### config.mk
export PLATFORM = sky130hd
export DESIGN_NAME = cmd_issuer
export DESIGN_NICKNAME = d
export VERILOG_FILES = /design/src/rtl/cmd_issuer.sv
export SDC_FILE = /design/constraint.sdc
export NUM_CORES = 1
export LEC_CHECK = 0
export ABC_AREA = 1
export BUFFER_PORTS_ARGS = -buffer_cell sky130_fd_sc_hd__buf_2
export CAP_MARGIN = 20
export CORE_MARGIN = 3
export CORE_UTILIZATION = 59
export CTS_BUF_LIST = sky130_fd_sc_hd__clkbuf_8
export DETAILED_ROUTE_END_ITERATION = 8
export PLACE_DENSITY = 0.9
export SKIP_LAST_GASP = 1
export SYNTH_ARGS = -nofsm -noshare
export SYNTH_HDL_FRONTEND = slang
export SYNTH_SLANG_ARGS = --single-unit
### constraint.sdc
create_clock -name clock -period 8.95 [get_ports clock]
set_input_delay 1.79 -clock clock [delete_from_list [all_inputs] [get_ports clock]]
set_output_delay 1.79 -clock clock [all_outputs]
set_load 0.05 [all_outputs]
### src/rtl/cmd_issuer.sv
// cmd_issuer: queues host command words and replays each onto cmd_data with a
// setup / strobe / gap window so the controller sees one clean latch_data edge per word.
`timescale 1ns/1ps
module cmd_issuer #(
    parameter int DEPTH         = 4,
    parameter int SETUP_CYCLES  = 1,
    parameter int STROBE_CYCLES = 2,
    parameter int GAP_CYCLES    = 2
) (
    input  logic        clock,
    input  logic        reset,
    input  logic [31:0] host_wdata,
    input  logic        host_wr_en,
    input  logic        flush,
    output logic        host_full,
    output logic [31:0] cmd_data,
    output logic        latch_data,
    output logic        busy,
    output logic [15:0] issued_count,
    output logic        overflow
);
    localparam int AW = (DEPTH > 1) ? $clog2(DEPTH) : 1;
    localparam logic [7:0] SETUP_LD  = 8'(SETUP_CYCLES - 1);
    localparam logic [7:0] STROBE_LD = 8'(STROBE_CYCLES - 1);
    localparam logic [7:0] GAP_LD    = 8'(GAP_CYCLES - 1);

    typedef enum logic [1:0] {IDLE, SETUP, STROBE, GAP} state_t;

    state_t        state, state_nx;
    logic [7:0]    phase, phase_nx;
    logic [31:0]   mem [DEPTH];
    logic [AW-1:0] wr_ptr, rd_ptr;
    logic [AW:0]   count;
    logic          push, pop, done, queued;

    assign host_full = count == (AW+1)'(DEPTH);
    assign busy      = state != IDLE || queued;
    assign queued    = count != '0;
    assign done      = phase == 8'd0;
    assign push      = host_wr_en && !host_full && !flush;

    always_comb begin
        state_nx = state;
        pop      = 1'b0;
        case (state)
            IDLE:    if (queued && !flush) begin
                         state_nx = SETUP;
                         pop      = 1'b1;
                     end
            SETUP:   state_nx = flush ? IDLE : (done ? STROBE : SETUP);
            STROBE:  state_nx = done ? GAP : STROBE;
            GAP:     if (done) begin
                         pop      = queued && !flush;
                         state_nx = pop ? SETUP : IDLE;
                     end
            default: state_nx = IDLE;
        endcase
        // every state entry reloads the phase counter with that state's length minus one
        phase_nx = (state_nx == state) ? (done ? phase : phase - 8'd1) :
                   (state_nx == SETUP)  ? SETUP_LD  :
                   (state_nx == STROBE) ? STROBE_LD :
                   (state_nx == GAP)    ? GAP_LD    : 8'd0;
    end

    always_ff @(posedge clock) begin
        if (push)
            mem[wr_ptr] <= host_wdata;
    end

    always_ff @(posedge clock or posedge reset) begin
        if (reset) begin
            state        <= IDLE;
            phase        <= 8'd0;
            wr_ptr       <= '0;
            rd_ptr       <= '0;
            count        <= '0;
            cmd_data     <= 32'd0;
            latch_data   <= 1'b0;
            issued_count <= 16'd0;
            overflow     <= 1'b0;
        end else begin
            state      <= state_nx;
            phase      <= phase_nx;
            latch_data <= state_nx == STROBE;
            if (state == SETUP && state_nx == STROBE)
                issued_count <= issued_count + 16'd1;
            if (pop)
                cmd_data <= mem[rd_ptr];
            if (flush) begin
                wr_ptr   <= '0;
                rd_ptr   <= '0;
                count    <= '0;
                overflow <= 1'b0;
            end else begin
                wr_ptr   <= wr_ptr + AW'(push);
                rd_ptr   <= rd_ptr + AW'(pop);
                count    <= count + (AW+1)'(push) - (AW+1)'(pop);
                overflow <= overflow || (host_wr_en && host_full);
            end
        end
    end
endmodule

* After elaboration in Yosys (flattened, before gate mapping) *
Memory sizes are Yosys's and may differ from the RTL's. A register that Yosys moved wholly into a read port is not among the register bits.
Index checks and enable logic that the tools add are counted.

operators by class
  mux-type cells = 21
  add/sub/neg operators = 6
  reduce and logical (&&, ||, !) cells = 13
  equal/unequal tests = 9

operators with widths
  cell                                                  count
  adder 16 x 1 -> 16 bit (second input constant)        1
  2-to-1 mux 8 bit                                      2
  2-to-1 mux 2 bit                                      6
  2-to-1 mux 1 bit                                      10
  equality test 2 bit (second input constant)           4
  zero test 8 bit                                       1
  case mux 2 bit (4 select lines)                       1
  subtractor 8 x 1 -> 8 bit (second input constant)     1
  logical AND 1 bit                                     5
  adder 2 x 1 -> 2 bit                                  2
  equality test 2 x 1 -> 1 bit (second input constant)  2
  adder 3 x 1 -> 3 bit                                  1
  equality test 3 bit (second input constant)           1
  2-to-1 mux 3 bit                                      1
  nonzero test 3 bit                                    1
  subtractor 3 x 1 -> 3 bit                             1
  equality test 2 bit                                   1
  zero test 1 bit                                       2
  zero test 2 bit                                       1
  logical OR 1 bit                                      2
  != test 2 bit (second input constant)                 1
  case mux 1 bit (2 select lines)                       1
  nonzero test 2 bit                                    1

storage, ports and cells
  output and inout bits = 52
  bits in writable memories = 128
  bits of input ports = 36
  logic and storage cells = 58
  memories = 1
  bits in registers = 35

memories
  name  depth  bits a word  read ports  clocked after Yosys merged registers in  write ports  line  source
  mem   4      32           1           1                                        1            31    logic [31:0] mem [DEPTH];

* Logic depth before layout (Yosys ltp) *
  depth after elaboration = 10
  gate-level depth with buffers = 13
  depth with buffers taken out = 13

* Least setup slack after synthesis *
Ideal clock, no wire load.

  path kind = in2reg
  start = in flush
  end = mem mem[0][0], enable pin
  stages on the path = 6
  library setup time = 0.461 ns
  slack = 3.924 ns
  data arrival time = 4.565 ns
  buffers on the path = 1
  cells stage by stage = buf_2 inv_1 nand2_1 nor2_1 inv_1 nor3_1

between the ends
  longest elaborated chain between the ends = 4

RTL lines
  item                                    line  source
  from (decl)                             14    input logic flush,
  zero test 1 bit                         40    assign push = host_wr_en && !host_full && !flush;
  logical AND 1 bit                       40
  2-to-1 mux 1 bit                        66    if (push)
  2-to-1 mux 1 bit (implied by the code)  67    mem[wr_ptr] <= host_wdata;
  to (decl)                               31

Every way passes these cells.

* Worst setup path in the final report *
  start = reg state[0]
  end = out busy

between the ends
  longest elaborated chain between the ends = 2

RTL lines
  item                    line  source
  from (decl)             29    state_t state, state_nx;
  from (signal assigned)  82    state <= state_nx;
  nonzero test 2 bit      37    assign busy = state != IDLE || queued;
  logical OR 1 bit        37
  to (decl)               18    output logic busy,

Every way passes these cells.

==> key figures <==
Yosys
  – Largest cells by area after synthesis: edfxtp_1 (47%), dfrtp_1 (21%), nor2_1 (9.0%), o21ai_0 (4.1%), nand2_1 (2.9%)
  – Synth Warn #: 0
  – Mapped Area: 0.008107 sq mm
  – Synthesized instance count: 722
  – Register area share after synthesis: 0.6810
  – Synth top area share: 0.4741
  – Area leader, netlist: edfxtp_1
  – Register bit total from synthesis: 195
  – Distinct cells, synth: 34
  – Syn_nets: 770
  – Syn avg cell area: 11.23 sq um

Flow run
  – Max-cap viol count: 0

Global route
  – Busiest grt layer: met2
  – Met3 Resource Use GR: 0.04712
  – Overflow after GRT: 0
  – Met1 Use GR: 0.2816
  – Vias in the first global route: 5233
  – Antenna violations before repair: 0
  – GRT Total Usage: 0.2233
  – Largest net degree at the start of global routing: 68
  – Met2 usage: 0.3727
  – First-pass GRT wire length: 25920 um

Setup path
  – Worst path arrival time: 1.70 ns
  – WP data required: 7.16 ns
  – Crit Path Max Fanout: 5
  – Worst setup SP type: flop
  – Critical path class: reg2out
  – R2R cell count: 11
  – Critical Path Sink Type: output pin

Clock tree
  – Hold buffers post-CTS: 0
  – Root Buffer: clkbuf_8
  – Worst-skew pair later-pin latency: 0.46 ns
  – Post-CTS Resized: 0
  – CTS tree: built
  – Clock H-tree levels: 4
  – Reg clk slew, reported paths: 0.10 ns
  – Clock sink total: 195
  – Max clock buf depth: 2
  – Postcts setup bufs: 0
  – CTS Buf Count: 17

Routing
  – Post-DR wirelength/cell: 16.09 um
  – Via count: 5486
  – DR iter-0 viols: 455
  – Length of the first detailed-routing pass in iterations: 4
  – Vias per std cell: 5.519
  – # DRC: 0
  – Final wirelength: 16000 um
  – Detail Route Antenna Nets: 0

Timing
  – Worst Skew: 0.01052 ns
  – RSZ-0062 raised after global routing: no
  – Worst setup margin: 5.462 ns
  – Final Cycle Share: 0.3897
  – Slew at the pin with the worst max-slew slack: 0.8875 ns
  – Relative slew slack: 0.4083
  – Final slew viol count: 0
  – Final hold vios: 0
  – Minimum clock period: 3.488 ns
  – Setup TNS: 0 ns
  – Setup violators final: 0
  – Fmax: 286.7 MHz

Finish
  – Nets: 853
  – Layout cells sized above 1: 0.1822
  – Synth-to-layout area growth: 12.29%
  – Post-layout util: 0.6819
  – Antenna diodes: 0
  – Fill count: 971

Floorplanning
  – Core area: 0.01335 sq mm
  – Row count: 42
  – DIE HEIGHT: 123.2 um
  – Chip width: 123.2 um
  – Die ar.: 0.01518 sq mm
  – # IOs: 88
  – Initial core utilization: 0.6073

Power
  – Static leakage: 3.700 nW
  – Psw: 1.149 mW
  – Maximum VDD drop: 0.2362 mV
  – Combinational power share: 0.360
  – Sequential Power Share: 0.433
  – Clk network pwr share: 0.208
  – Sw Ratio: 0.4176
  – P per Cell Area: 302.2 mW/mm^2
  – Cell Int Power: 1.602 mW

Placement
  – IO Port Bufs: 87
  – Pre-CTS setup slack: 5.088 ns
  – Routability cong.: 0.8332
  – Final HPWL DP: 9733 um

Hold path
  – HP Class: reg2reg
  – Hold Path Depth: 2

Run status
  – Status: finished clean
[cells by family (layout without fill, tap and decap cells)]
| family | Yosys count | in the layout | share of synthesized area |
|---|---|---|---|
| buf+inv | 70 | 166 | 0.03828 |
| compound gates | 109 | 109 | 0.07455 |
| simple gates | 315 | 315 | 0.1641 |
| fa+ha+maj | 12 | 12 | 0.01945 |
| xor+xnor | 21 | 21 | 0.02269 |
| flops | 195 | 195 | 0.6810 |
[flip-flops by register name, summed over array words and instances (netlist names)]
name / count
phase: 8
issued_count: 16
rd_ptr: 2
cmd_data: 32
count: 3
mem: 128
wr_ptr: 2
state: 2
latch_data: 1
overflow: 1
[metrics by stage]
stage,hold WS [ns],cells,instance area [sq um],power (mW)
after global placement,0.4970,961,8680,2.154
after floorplan,0.4952,722,8107,1.965
final,0.5475,994,9102,2.751
after CTS,0.5557,993,9082,2.761
after global routing,0.5856,994,9102,2.904
after detailed placement,0.5324,961,8680,2.191
[power by group through the flow]
stage               logic, mW  registers, mW  clock network, mW
finish                  0.989           1.19              0.571
global route             1.08           1.20              0.621
CTS                     0.992           1.19              0.581
detailed placement      0.986           1.20                  0
global placement        0.952           1.20                  0
floorplan               0.487           1.48                  0
[cell usage in the layout, fill, tap and decap left out, types with 11 or more instances in the layout]
master and count:
nor2_1 194, edfxtp_1 128, buf_2 87, o21ai_0 67
dfrtp_1 66, nand2_1 63, inv_1 32, a31oi_1 32
nand4_1 22, clkbuf_8 17, nand3_1 15, xor2_1 14
ha_1 11
[layout make-up]
type                            count  area (sq um)  area share
Multi-Input combinational cell    457          2296      0.2522
Sequential cell                   195          5522      0.6066
Inverter                           37         138.9     0.01526
Timing Repair Buffer               97         523.0     0.05746
Tap cell                          176         220.2     0.02419
Clock inverter                     15         168.9     0.01856
Clock buffer                       17         234.0     0.02570
[synthesized netlist by cell type]
cell type,count
nor2_8,1
nor3_1,8
nand4_1,22
nand3_2,1
o21bai_2,1
o22ai_1,1
nor2_1,194
o21ai_4,1
buf_6,4
or2_2,1
buf_4,3
nand3_1,15
buf_1,1
nand3_4,1
a21oi_1,6
edfxtp_1,128
o21ai_1,1
inv_1,33
a31oi_1,32
nand3b_1,2
o21ai_0,67
clkbuf_1,20
fa_1,1
nand2_2,4
clkinv_1,1
ha_1,11
inv_2,3
dfrtp_1,67
buf_2,5
xor2_1,14
xnor2_1,7
nor2_2,2
and3_1,1
nand2_1,63
[critical path: stages, from the launching register on]
cell	delay (ns)
dfrtp_1	0.48
inv_1	0.15
ha_1	0.23
nand3_1	0.10
buf_2	0.27
[metal layers]
layer | share of wire | wire [um] | vias to the layer above
met3 | 0.054 | 870 | 35
met4 | 0.028 | 444 | 0
met1 | 0.41 | 6493 | 2646
met5 | 0 | 0 | -
met2 | 0.51 | 8186 | 171
li1 | - | - | 2634
[final timing paths]
| check | to | start | slack, ns |
|---|---|---|---|
| setup / recovery | busy | state[0] | 5.46 |
| hold / removal | overflow | overflow | 0.55 |
| setup reg to reg | issued_count[9] | state[1] | 6.24 |
| hold reg to reg | overflow | overflow | 0.55 |
| max in group asynchronous | rd_ptr[0] | reset | 6.73 |
| min in group asynchronous | issued_count[15] | reset | 1.59 |
(Power assumes the default switching activity.)
